### config.mk
export PLATFORM = sky130hd
export DESIGN_NAME = fifo_rd_ptr_empty
export DESIGN_NICKNAME = d
export VERILOG_FILES = /design/src/rtl/fifo_rd_ptr_empty.sv
export SDC_FILE = /design/constraint.sdc
export NUM_CORES = 1
export LEC_CHECK = 0
export ABC_AREA = 1
export BUFFER_PORTS_ARGS = -buffer_cell sky130_fd_sc_hd__buf_2
export CORE_MARGIN = 1.5
export CORE_UTILIZATION = 44
export CTS_CLUSTER_SIZE = 40
export DETAILED_ROUTE_END_ITERATION = 8
export PLACE_DENSITY = 0.77
export SYNTH_ARGS = -nofsm -noshare
export SYNTH_HDL_FRONTEND = slang
export SYNTH_SLANG_ARGS = --single-unit
### constraint.sdc
create_clock -name CLK -period 1.7 [get_ports CLK]
set_input_delay 0.17 -clock CLK [delete_from_list [all_inputs] [get_ports CLK]]
set_output_delay 0.17 -clock CLK [all_outputs]
set_load 0.005 [all_outputs]
### src/rtl/fifo_rd_ptr_empty.sv
// Read-domain pointer and status controller for a Gray-pointer async FIFO.
// Tracks the binary read pointer and derives empty, almost-empty, occupancy and underflow flags.
module fifo_rd_ptr_empty #(
  parameter int ADDR_WIDTH = 3,
  parameter int AE_THRESH  = 2
) (
  input  logic                  CLK,
  input  logic                  RST,
  input  logic                  RINC,
  input  logic                  UF_CLR,
  input  logic [ADDR_WIDTH:0]   SYNC_WR_PTR,
  output logic [ADDR_WIDTH-1:0] RD_ADDR,
  output logic [ADDR_WIDTH:0]   GRAY_RD_PTR,
  output logic                  EMPTY,
  output logic                  ALMOST_EMPTY,
  output logic [ADDR_WIDTH:0]   RD_COUNT,
  output logic                  UNDERFLOW
);

  localparam logic [ADDR_WIDTH:0] AE_LIMIT = (ADDR_WIDTH + 1)'(AE_THRESH);

  logic [ADDR_WIDTH:0] rd_bin;
  logic [ADDR_WIDTH:0] rd_bin_nxt;
  logic [ADDR_WIDTH:0] rd_gray_nxt;
  logic [ADDR_WIDTH:0] wr_bin;
  logic [ADDR_WIDTH:0] cnt_nxt;
  logic                rd_en;

  assign rd_en       = RINC & ~EMPTY;
  assign rd_bin_nxt  = rd_bin + {{ADDR_WIDTH{1'b0}}, rd_en};
  assign rd_gray_nxt = rd_bin_nxt ^ (rd_bin_nxt >> 1);
  assign cnt_nxt     = wr_bin - rd_bin_nxt;
  assign RD_ADDR     = rd_bin[ADDR_WIDTH-1:0];

  // Gray to binary: each bit is the XOR of itself and every more-significant Gray bit.
  always_comb begin
    wr_bin = '0;
    wr_bin[ADDR_WIDTH] = SYNC_WR_PTR[ADDR_WIDTH];
    for (int unsigned i = 0; i < ADDR_WIDTH; i++) begin
      wr_bin[ADDR_WIDTH-1-i] = wr_bin[ADDR_WIDTH-i] ^ SYNC_WR_PTR[ADDR_WIDTH-1-i];
    end
  end

  always_ff @(posedge CLK) begin
    if (!RST) begin
      rd_bin       <= '0;
      GRAY_RD_PTR  <= '0;
      EMPTY        <= 1'b1;
      ALMOST_EMPTY <= 1'b1;
      RD_COUNT     <= '0;
      UNDERFLOW    <= 1'b0;
    end else begin
      rd_bin       <= rd_bin_nxt;
      GRAY_RD_PTR  <= rd_gray_nxt;
      EMPTY        <= (rd_gray_nxt == SYNC_WR_PTR);
      ALMOST_EMPTY <= (cnt_nxt <= AE_LIMIT);
      RD_COUNT     <= cnt_nxt;
      if (RINC && EMPTY)
        UNDERFLOW <= 1'b1;
      else if (UF_CLR)
        UNDERFLOW <= 1'b0;
    end
  end

endmodule

; ---- After elaboration in Yosys (flattened, before gate mapping)
; Index checks and enable logic that the tools add are counted.
[op_classes]
n_mul = 0
eq_ne = 1
magnitude_cmp = 1
n_div = 0
n_bitwise = 6
reduce_logical = 2
shifts = 0
n_addsub = 2
n_mux = 2
[ops]
columns = op, count
row1 = $add A4 B1 Y4, 1
row2 = $eq A4 B4 Y1, 1
row3 = $le A4 B2 Y1 const B, 1
row4 = $sub A4 B4 Y4, 1
row5 = $xor A4 B3 Y4, 1
row6 = $xor A1 B1 Y1, 3
row7 = $mux W1, 2
row8 = $reduce_bool A2 Y1, 1
row9 = $and A1 B1 Y1, 1
row10 = $logic_and A1 B1 Y1, 1
row11 = $not A1 Y1, 1
[totals]
n_memories = 0
rom_bits = 0
output_inout_bits = 14
latch_bits = 0
ramBits = 0
reg_bits = 15
word_cells = 20

; ---- Depth between registers and ports, before layout
[logic_depth]
ltp_word = 5
mapped_depth = 14
ltp_nobuf = 14

; ---- Worst setup path after synthesis
; OpenSTA, ideal clock, no wires.
[synth_path]
path_type = register to register
from = reg EMPTY
to = reg ALMOST_EMPTY
path_slack_ps = -188
path_buffers = 0
arrival_ps = 1776
setup_time_ps = 112
required_ps = 1588
path_stages_with_launch = 12
cell_sequence = dfxtp_1 -> nor2_1 -> ha_1 -> ha_1 -> inv_1 -> ha_1 -> a21oi_1 -> nand2_1 -> nand2_1 -> nor2_1 -> nor2_2 -> nor2_2
[synth_via]
elab_chain_len = 5
[synth_rtl]
columns = element, line
row1 = from (decl), 14  ; output logic EMPTY,
row2 = from (signal assigned), 55  ; EMPTY <= (rd_gray_nxt == SYNC_WR_PTR);
row3 = $not A1 Y1, 29  ; assign rd_en = RINC & ~EMPTY;
row4 = $and A1 B1 Y1, 29
row5 = $add A4 B1 Y4, 30  ; assign rd_bin_nxt = rd_bin + {{ADDR_WIDTH{1'b0}}, rd_en};
row6 = via rd_bin_nxt[1], 23  ; logic [ADDR_WIDTH:0] rd_bin_nxt;
row7 = $sub A4 B4 Y4, 32  ; assign cnt_nxt = wr_bin - rd_bin_nxt;
row8 = $le A4 B2 Y1, 56  ; ALMOST_EMPTY <= (cnt_nxt <= AE_LIMIT);
row9 = to (signal assigned), 56
row10 = to (decl), 15  ; output logic ALMOST_EMPTY,
; The timed path passes the listed nets, and every way through them passes these cells.
; A chain may end at the register's enable or synchronous reset.

; ---- Final worst setup path
; Ends and elaborated chain as after synthesis.

==> impl_metrics.ini <==
[sta]
hold_viol = 0
relSlewSlack_pct = 80.80
final_max_slew_viol_count = 0
finalClockSkew_ns = 0.004087
fin_crit_sh_pct = 101.1
clock.fmax_mhz = 581.7
fin_crit_ns = 1.719
rsz0062_at_grt = true
finalSetupTns_ns = -0.01896
fin_ws_ns = -0.01896
worstMarginPinSlew_ns = 0.2876
setup_violations = 1

[setup_path]
r2r_setup_slack_ns = -0.02
cp_data_arrival_time_ns = 1.93
crit_path_start_kind = flip-flop
worstRegToRegCells = 8
timing.rr.end = ALMOST_EMPTY
cp-end-kind = flip-flop
r2r_start = EMPTY
critPathKind = flip-flop to flip-flop
required_ns = 1.91
cp_max_fo = 2
crit_start = EMPTY

[global_route]
antenna_found_initial = 0
grt_pass1_wl_um = 3091
grt_usage_pct = 22.14
grt_start_max_net_pins = 9
grt-ovfl-total = 0
grt_pass1_vias = 744

[pwr]
max-vdd-ir-drop_v = 0.0004051
power_w = 0.0008228
p_leak_nw = 0.5835
p_per_area_nw_per_um2 = 750.7

[drt]
drt-total-wl_um = 1883
ant_nets = 0
vias = 771
routedWlPerCell_um = 11.92
viasPerCell = 4.880
first_iter_violations = 7
first_pass_iters = 4
drcViolationCount = 0

[outcome]
status = finished with violations
violations = setup timing

[final_layout]
diodes = 0
syn_to_final_growth_pct = 46.98
layout.nets = 157
fin_cells = 158
drive_gt1_share_pct = 45.07

[synth]
ys_warn_count = 0
synth_area_sq_um = 745.7
post-synth-top-area-fraction_pct = 37.58
synthCells = 108
synth_cell_types = 15
synth_nets = 121
synth_top_cell_by_area = dfxtp_1
ys_ff_latch = 14
ys_seq_area_share_pct = 37.58
synthTopCellsByArea = dfxtp_1 (38%), nand2_1 (18%), inv_1 (9.1%), nand3_1 (8.1%), ha_1 (6.7%)
avgSynthCellArea_sq_um = 6.905

[clocking]
cts_sinks = 14
cts-buffers-inserted = 3
cts_max_level = 1
clockRootBuffer = clkbuf_4
insertion_delay_ns = 0.27
cts_hold_buf = 0
clkTransAtPathRegs_ns = 0.08
cts_tree = built
cts_buffer_depth = 2

[die]
dieArea_sq_um = 1951
die_h_um = 44.17
ios = 22
initial_core_util_pct = 48.38
core-area_sq_um = 1541
die_x_um = 44.17
fp-row-count = 14

[placement]
dp.cells = 154
routabilityCongestion = 0.8405
dp_hpwl_um = 1461
port_buffers = 21

[flow_run]
cap_viol_max_count = 0

[hold_path]
hold_path.class = input port to flip-flop
hold_path_end = EMPTY
hold_path.startpoint = RST
hold_depth = 2
## final cells by class
class                   instances  area, sq um
multi-input cells              75        508.0
fillers                       134        445.4
flip-flops and latches         14        281.5
repair buffers                 31        180.2
inverters                      19        83.83
clock buffers                   3        22.52
well taps                      16        20.02
## cell usage after synthesis
library cell and instances:
a21oi_1 2, dfxtp_1 14, fa_1 1, ha_1 4, inv_1 18, inv_2 1
nand2_1 35, nand2_2 4, nand3_1 12, nand3_2 1, nand4_1 2, nor2_1 10
nor2_2 2, xor2_1 1, xor2_2 1
## registers in the layout, summed over array words and instances, names as in the netlist
signal / flops
ALMOST_EMPTY: 1
EMPTY: 1
GRAY_RD_PTR: 4
RD_COUNT: 4
UNDERFLOW: 1
rd_bin: 3
## worst max-delay path, cell delays in order (launching register included)
cell and delay (ns):
dfxtp_2 0.34, nor2_4 0.12, ha_4 0.22, ha_4 0.17, fa_2 0.54, inv_1 0.04, nand2_1 0.07, nand2_1 0.07
nor2_2 0.09
## logic make-up after synthesis
| logic type | synth area share [%] |
|---|---|
| fa+ha+maj | 9.396 |
| buf+inv | 9.563 |
| xor+xnor | 3.357 |
| flops | 37.58 |
| simple gates | 38.76 |
| compound gates | 1.342 |
## cell usage in the layout (no fill, tap or decap)
cell type  instances
buf_2             21
buf_4             10
xor2_1             1
inv_4              1
nor2_2             2
a21oi_2            1
nand2_2            9
dfxtp_2            1
nor2_1             9
xor2_2             1
inv_1             16
nand3_1            9
nand2_4            3
a21oi_1            1
nor2_4             1
dfxtp_1           13
clkbuf_4           3
nand3_2            4
nand2_1           27
nand4_1            2
ha_4               4
fa_2               1
inv_6              2
## routing by layer
metal  share of wire, %  vias to the layer above  track usage (%)
met1                 41                      344            26.40
met4                2.1                        0            7.879
li1                   -                      402                -
met5                  0                        -                0
met2                 53                       21            39.41
met3                4.0                        4            4.082
## per-stage QoR
stage / hold slack, ns / util [%] / instance area, sq um / worst slack (ns)
after floorplan: 0.2387 / - / 804.5 / 0.005355
after global placement: 0.4048 / 64.69 / 997.2 / -0.1805
after CTS: 0.1215 / 68.99 / 1064 / -0.01668
after detailed placement: 0.4051 / 64.69 / 997.2 / -0.2746
final: 0.1305 / 71.10 / 1096 / -0.01896
after global routing: 0.1357 / 71.10 / 1096 / -0.09371
## worst max path at each step
stage              endpoint  slack [ns]
2_1_floorplan  ALMOST_EMPTY       0.005
3_3_place_gp   ALMOST_EMPTY       -0.18
3_5_place_dp   ALMOST_EMPTY       -0.27
4_1_cts        ALMOST_EMPTY       -0.02
5_1_grt        ALMOST_EMPTY       -0.09
6_report       ALMOST_EMPTY       -0.02
## timing repair
action / 4_1_cts / 5_1_grt
setup endpoints to repair: 2 / 3
pin swaps: 10 / 4
gates resized for setup: 6 / 9
setup buffers: 1 / 0
## power by group
group / total [W] / internal [W] / switching, W
clock network: 0.000183 / 0.0000818 / 0.000101
logic: 0.000270 / 0.000127 / 0.000143
registers: 0.000370 / 0.000359 / 0.0000108
total: 0.000823 / 0.000569 / 0.000254
No activity file was read; power rests on OpenSTA's default activity.
